**config.mk**
```make
export PLATFORM = sky130hd
export DESIGN_NAME = mode_counter
export DESIGN_NICKNAME = d
export VERILOG_FILES = /design/src/rtl/mode_counter_pkg.sv /design/src/rtl/mode_counter_tick_gen.sv /design/src/rtl/mode_counter.sv
export SDC_FILE = /design/constraint.sdc
export NUM_CORES = 1
export LEC_CHECK = 0
export CORE_ASPECT_RATIO = 1.1
export CORE_UTILIZATION = 38
export CTS_CLUSTER_SIZE = 30
export DETAILED_ROUTE_END_ITERATION = 12
export GPL_TIMING_DRIVEN = 0
export PLACE_DENSITY = 0.66
export SLEW_MARGIN = 25
export SYNTH_ARGS = -nofsm -noshare
export SYNTH_HDL_FRONTEND = slang
export SYNTH_SLANG_ARGS = --single-unit
```
**constraint.sdc**
```tcl
create_clock -name clk -period 7.6 [get_ports clk]
set_clock_uncertainty 0.1 [all_clocks]
set_input_delay 1.52 -clock clk [delete_from_list [all_inputs] [get_ports clk]]
set_output_delay 1.52 -clock clk [all_outputs]
set_load 0.01 [all_outputs]
```
**src/rtl/mode_counter_pkg.sv**
```systemverilog
// Shared types and elaboration helpers for the mode counter.
// The run-mode encoding here is the one driven on the mode output.
package mode_counter_pkg;

    typedef enum logic [1:0] {
        MODE_MANUAL    = 2'd0,
        MODE_AUTO_UP   = 2'd1,
        MODE_AUTO_DOWN = 2'd2
    } mode_t;

    // Prescaler register width; never narrower than one bit.
    function automatic int unsigned prescaler_width(input int unsigned cycles);
        return (cycles > 1) ? $clog2(cycles) : 1;
    endfunction

endpackage

```
**src/rtl/mode_counter_tick_gen.sv**
```systemverilog
// Auto-step prescaler: counts 0..TICK_CYCLES-1 and flags the last cycle.
// Disabled means held at zero, so the first tick after enabling is a full period away.
module tick_gen
    import mode_counter_pkg::*;
#(
    parameter int unsigned TICK_CYCLES = 125000
) (
    input  logic clk,
    input  logic rst_n,
    input  logic enable,
    input  logic restart,
    output logic tick
);

    localparam int unsigned CW = prescaler_width(TICK_CYCLES);
    localparam logic [CW-1:0] LAST = CW'(TICK_CYCLES - 1);

    logic [CW-1:0] cnt_q;
    logic [CW-1:0] cnt_d;
    logic          at_last;

    assign at_last = (cnt_q == LAST);

    always_comb begin
        cnt_d = cnt_q + CW'(1);
        if (!enable || restart || at_last) begin
            cnt_d = '0;
        end
    end

    always_ff @(posedge clk or negedge rst_n) begin
        if (!rst_n) begin
            cnt_q <= '0;
        end else begin
            cnt_q <= cnt_d;
        end
    end

    assign tick = enable && at_last;

endmodule

```
**src/rtl/mode_counter.sv**
```systemverilog
// Up/down LED counter with manual/auto-up/auto-down run modes, parallel load,
// wrap or saturate arithmetic and a one-cycle terminal-count pulse.
module mode_counter
    import mode_counter_pkg::*;
#(
    parameter int unsigned WIDTH       = 4,
    parameter int unsigned TICK_CYCLES = 125000,
    parameter bit          SATURATE    = 1'b0
) (
    input  logic             clk,
    input  logic             rst_n,
    input  logic             inc,
    input  logic             dec,
    input  logic             clr,
    input  logic             mode_next,
    input  logic             load,
    input  logic [WIDTH-1:0] load_value,
    output logic [WIDTH-1:0] count,
    output logic [1:0]       mode,
    output logic             tc
);

    mode_t            mode_q;
    mode_t            mode_d;
    logic [WIDTH-1:0] count_q;
    logic [WIDTH-1:0] count_d;
    logic             tc_q;
    logic             tc_d;

    logic auto_en;
    logic restart;
    logic tick;
    logic manual_step;
    logic auto_step;
    logic step_en;
    logic step_up;
    logic at_bound;

    // Mode FSM; the unused encoding falls back to MANUAL.
    always_comb begin
        mode_d = mode_q;
        case (mode_q)
            MODE_MANUAL:    if (mode_next) mode_d = MODE_AUTO_UP;
            MODE_AUTO_UP:   if (mode_next) mode_d = MODE_AUTO_DOWN;
            MODE_AUTO_DOWN: if (mode_next) mode_d = MODE_MANUAL;
            default:        mode_d = MODE_MANUAL;
        endcase
    end

    assign auto_en = (mode_q == MODE_AUTO_UP) || (mode_q == MODE_AUTO_DOWN);
    assign restart = (mode_d != mode_q) || clr || load;

    tick_gen #(
        .TICK_CYCLES (TICK_CYCLES)
    ) u_tick_gen (
        .clk     (clk),
        .rst_n   (rst_n),
        .enable  (auto_en),
        .restart (restart),
        .tick    (tick)
    );

    // inc together with dec is not a step, so a coincident tick still applies.
    assign manual_step = inc ^ dec;
    assign auto_step   = tick && !mode_next && auto_en;
    assign step_en     = manual_step || auto_step;
    assign step_up     = manual_step ? inc : (mode_q == MODE_AUTO_UP);
    assign at_bound    = step_up ? (count_q == {WIDTH{1'b1}}) : (count_q == '0);

    always_comb begin
        count_d = count_q;
        tc_d    = 1'b0;
        if (clr) begin
            count_d = '0;
        end else if (load) begin
            count_d = load_value;
        end else if (step_en) begin
            tc_d = at_bound;
            if (!(SATURATE && at_bound)) begin
                count_d = step_up ? count_q + WIDTH'(1) : count_q - WIDTH'(1);
            end
        end
    end

    always_ff @(posedge clk or negedge rst_n) begin
        if (!rst_n) begin
            mode_q  <= MODE_MANUAL;
            count_q <= '0;
            tc_q    <= 1'b0;
        end else begin
            mode_q  <= mode_d;
            count_q <= count_d;
            tc_q    <= tc_d;
        end
    end

    assign count = count_q;
    assign mode  = mode_q;
    assign tc    = tc_q;

endmodule

```
# Word-level counts from Yosys, hierarchy flattened
# Cells that the tools add are included.
# Widths: inputs -> output; s select.
# word_totals
register_bits	24
latchBits	0
ramBits	0
mem_bits_ro	0
inputBits	11
out_inout_bits	7
mem_count	0
# classes
add_sub_neg	3
multipliers	0
div	0
order_cmp	0
n_eq_ne	5
n_shift	0
mux	14
bitwise_logic	1
reduce_logical	14
# op_table
op	n
$add 17x1->17 const B	1
$eq 17x17->1 const B	1
$mux 17	1
$mux 4	4
$logic_or 1x1->1	6
$mux 2	3
$pmux 2 s3	1
$mux 1	5
$add 4x1->4 const B	1
$eq 4x4->1 const B	1
$logic_not 4->1	1
$sub 4x1->4 const B	1
$logic_and 1x1->1	3
$reduce_bool 3->1	1
$eq 2x1->1 const B	1
$eq 2x2->1 const B	1
$logic_not 1->1	2
$logic_not 2->1	1
$ne 2x2->1	1
$xor 1x1->1	1

# Depth between registers and ports, before layout
# depth
ltp_word	9
depth_mapped	10
mapped_depth_nobuf	10

# By module
# From an unflattened synthesis, not the netlist that was laid out.
# unflattened
cells_unflattened	161
area_unflattened_um2	1483.9
# modules_own_cells
module	n_inst	cells_each	area_each_um2	seq_area_each_um2
tick_gen	1	90	873.3	425.4
mode_counter	1	71	610.6	175.2

# Worst setup path after synthesis
# OpenSTA, ideal clock, no wires.
# synth_timing
path_type	input-to-reg
from	input dec
to	register count_q[3] (netlist: count[3])
setup_ns	0.124
arrival_ns	3.042
path_slack_ns	4.334
path_stages	9
n_path_buf	0
path_cell_list	inv_1 -> maj3_1 -> inv_1 -> ha_1 -> a21o_1 -> a21oi_1 -> xnor2_1 -> o21a_1 -> o31a_1
# synth_via
elab_chain_len	6
word_cells_on_any_way	8
classes_between	mux (5); bitwise (1); reduce/logical (2)
# synth_lines
element	line_no	text
start, declared	mode_counter.sv:13	input logic dec,
$xor 1x1->1 (*)	mode_counter.sv:64	assign manual_step = inc ^ dec;
$mux 1	mode_counter.sv:67	assign step_up = manual_step ? inc : (mode_q == MODE_AUTO_UP);
$mux 4	mode_counter.sv:80	count_d = step_up ? count_q + WIDTH'(1) : count_q - WIDTH'(1);
$mux 4	mode_counter.sv:77	end else if (step_en) begin
$mux 4	mode_counter.sv:75	end else if (load) begin
$mux 4	mode_counter.sv:73	if (clr) begin
end signal, assigned	mode_counter.sv:92	count_q <= count_d;
end, declared	mode_counter.sv:25	logic [WIDTH-1:0] count_q;
# Every way passes the cells marked *; elsewhere a longest branch is shown, timed or not. The select of a mux whose other input is x is not followed.
# A chain may end at the register's enable or synchronous reset.

# Final worst setup path
# Ends and elaborated chain as after synthesis.

==> impl_results.md <==
* Post-DRT Antenna Nets at 0
* Global placer's final weighted congestion at roughly 0.82
* Core ar. at 3630 sq um
* YS warnings at 0
* Internal power at approximately 0.27 mW
* Run status: complete, no violations
* Final non-filler cell area at 1740 sq um
* Root Buffer Master: clkbuf_8
* First-pass GRT wire length at around 5000 um
* Die H at 66.6 um
* Cell row count at 23
* FFs w/ async S/R, synth at 100%
* PnR Total Power at between 0.3 and 0.4 mW
* Ratio of final minimum period to clock period at 48.4%
* Largest net degree at the start of global routing at 25
* Detailed Route WL at ~2800 um
* Post-Syn Nets at 170
* Dpl cells at ~220
* Simple-Gate Fraction of Synth Area at around 25%
* Compound-Gate Fraction of Synth Area at a little under a tenth
* Critical-path top delay cell: clkdlybuf4s50_1
* Clock Path Buffers at 2
* Vias per Instance at approximately 5
* Clk pin slew, worst setup/hold paths at about 0.090 ns
* Fillcell total at roughly 340
* Cell Area, Placed at around 1700 sq um
* Setup_tns at 0 ns
* Cell with the most instances after synthesis: nor2_1
* Final Max Slew Viols at 0
* Worst path arrival time at between 3 and 4 ns
* H-tree levels at 1
* CTS Sinks at 24
* Power density over the cells at roughly 220 nW/um^2
* Top post-synthesis cells by area: dfrtp_1, nor2_1, ha_1
* Net Switching at about 0.12 mW
* Dpl hpwl at between 2000 and 2500 um
* Leakage power at approximately 0.75 nW
* Setup crit start kind: primary input
* Worst Max-Slew Pin Slew at between 0.6 and 0.7 ns
* Post-CTS setup buffer count at 0
* Avg Cell Area, Syn at ~9.5 sq um
* Drt first pass iters at 4
* CP cell instances: clkdlybuf4s50_1, inv_1, maj3_1, inv_1, ha_1, a21o_1, a21oi_1, xnor2_1, nor3_1, o31a_1
* Worst skew pair latency at roughly 0.27 ns
* Cell mode on critical path: inv_1
* Syn Inst Count at 151
* Number of hold buffers added after CTS at 0
* Post-synth top flop: dfrtp_1
* Post-Syn Area at 1440 sq um
* Synth Register Bits at 24
* Part of the power in the clock network at ~29%
* Synth area leader: dfrtp_1
* Via count at 1106
* Hold_ws at between 0.3 and 0.4 ns
* Routed wire per std cell at ~13 um
* Initial DRC count at 37
* Die area at around 4000 sq um
* Crit path kind: primary input to flop
* Residual overflow from global routing at 0
* CP required at 7.65 ns
* Port bufs at 17
* XOR/XNOR share of the synthesized area at slightly above 10%
* Total global-route track usage at around 16%
* Antenna Cells at 0
* Max-Cap Viols at 0
* Top-area cell type share of the netlist area at between 40% and 50%
* Post-synth EDFFs at 0
* Hold Fails Final Rpt at 0
* Distinct cells, synth at 41
* Post-cts sizing count at 0
* Seq/Total Area, Yosys at a little over two fifths
* I/O pins at 18
* Endpoint class of the critical path: flop
* Adder-cell share of the synthesized area at between 8 and 9%
* Final WS setup at a little under 4 ns
* # nets final at between 150 and 200
* Main combinational cell family by area after synthesis: simple AND/OR/NAND/NOR gates
* Final Setup Violations at 0
* Max transition margin at 57.7%
* Share of layout cells above drive strength 1 at around 8.7%
* Fraction of synthesized area in multiplexers at about 1.4%
* Finished Layout Cells at 222
* Number of global-route vias before repair at 1136
* CP peak stage delay at ~0.5 ns
* CTS tree: done
* Switching Share at a little under a third
* Peak VDD IR at roughly 0.077 mV
* Starting Density at roughly two fifths
* TritonCTS Buffers at 3
* Die width at between 60 and 70 um
* Post-Route Utilization at 48.0%
* F_max at roughly 270 MHz
* # DRC at 0
* Comb power frac at about a third
* Area delta synth->final at 20.8%
* Sequential share of power at 38.9%
* Maximum fanout along the worst path at 3
* Commonest cells post-synth: nor2_1, dfrtp_1, inv_1, nand3_1, xor2_1
* Pre-CTS setup slack at approximately 3.7 ns
* RSZ-0062 raised after global routing: no
* Minimum clock period at 3.68 ns
* Worst min path class: flop to flop
* Initial antenna violation count at 0
==> critical path, delay by kind of cell <==
| family | cells | cell delay (ns) |
|---|---|---|
| buffers and inverters | 3 | 0.69 |
| xor gates and xnor gates | 1 | 0.18 |
| and+or+nand+nor | 1 | 0.08 |
| AOI/OAI and AO/OA | 3 | 0.61 |
| adders and majority gates | 2 | 0.65 |
==> registers in the layout (all words and copies together) (netlist names) <==
signal and flops:
count 4, mode 2, tc 1, u_tick_gen.cnt_q 17
==> worst paths after layout <==
| path | startpoint | to | slack, ns | cells past startpoint |
|---|---|---|---|---|
| hold / removal | u_tick_gen.cnt_q[0] | u_tick_gen.cnt_q[0] | 0.39 | 1 |
| hold reg to reg | u_tick_gen.cnt_q[0] | u_tick_gen.cnt_q[0] | 0.39 | 1 |
| setup / recovery | dec | count[3] | 3.92 | 10 |
| min in group asynchronous | rst_n | u_tick_gen.cnt_q[0] | 1.12 | 1 |
| setup reg to reg | mode[1] | count[3] | 4.88 | 10 |
| max in group asynchronous | rst_n | count[0] | 5.93 | 1 |
==> power by group through the flow <==
stage / Clock, mW / Combinational [mW] / Sequential (mW)
2_1_floorplan: 0 / 0.0770 / 0.153
3_3_place_gp: 0 / 0.117 / 0.151
3_5_place_dp: 0 / 0.122 / 0.152
4_1_cts: 0.116 / 0.124 / 0.150
5_1_grt: 0.120 / 0.139 / 0.151
6_report: 0.112 / 0.123 / 0.149
==> area by class of cell <==
| class | instances | area (sq um) | share of cell area [%] |
|---|---|---|---|
| Tap cell | 50 | 62.6 | 3.60 |
| Timing Repair Buffer | 17 | 165 | 9.50 |
| Sequential cell | 24 | 601 | 34.5 |
| Multi-Input combinational cell | 113 | 782 | 45.0 |
| Inverter | 12 | 45.0 | 2.59 |
| Clock buffer | 3 | 41.3 | 2.37 |
| Clock inverter | 1 | 30.0 | 1.73 |
| Buffer | 2 | 12.5 | 0.719 |
==> layout by cell type (no fill, tap or decap), types with 7 or more instances in the layout <==
| cell | n |
|---|---|
| nor2_1 | 25 |
| dfrtp_1 | 24 |
| clkdlybuf4s50_1 | 16 |
| inv_1 | 12 |
| nand3_1 | 11 |
| xor2_1 | 9 |
| xnor2_1 | 8 |
| ha_1 | 7 |
==> logic make-up after synthesis <==
group,after synthesis
mux,2
flops,24
simple gates,68
fa+ha+maj,9
buf+inv,14
compound gates,17
xor+xnor,17
==> per-layer routing <==
layer  vias up  GRT usage, %  part of all wire [%]
li1        567             -                     -
met1       525          20.9                    47
met2        12          25.8                    50
met3         2          2.52                   1.9
met4         0          6.53                   1.2
met5         -             0                     0
Power figures use the tool's default switching activity.
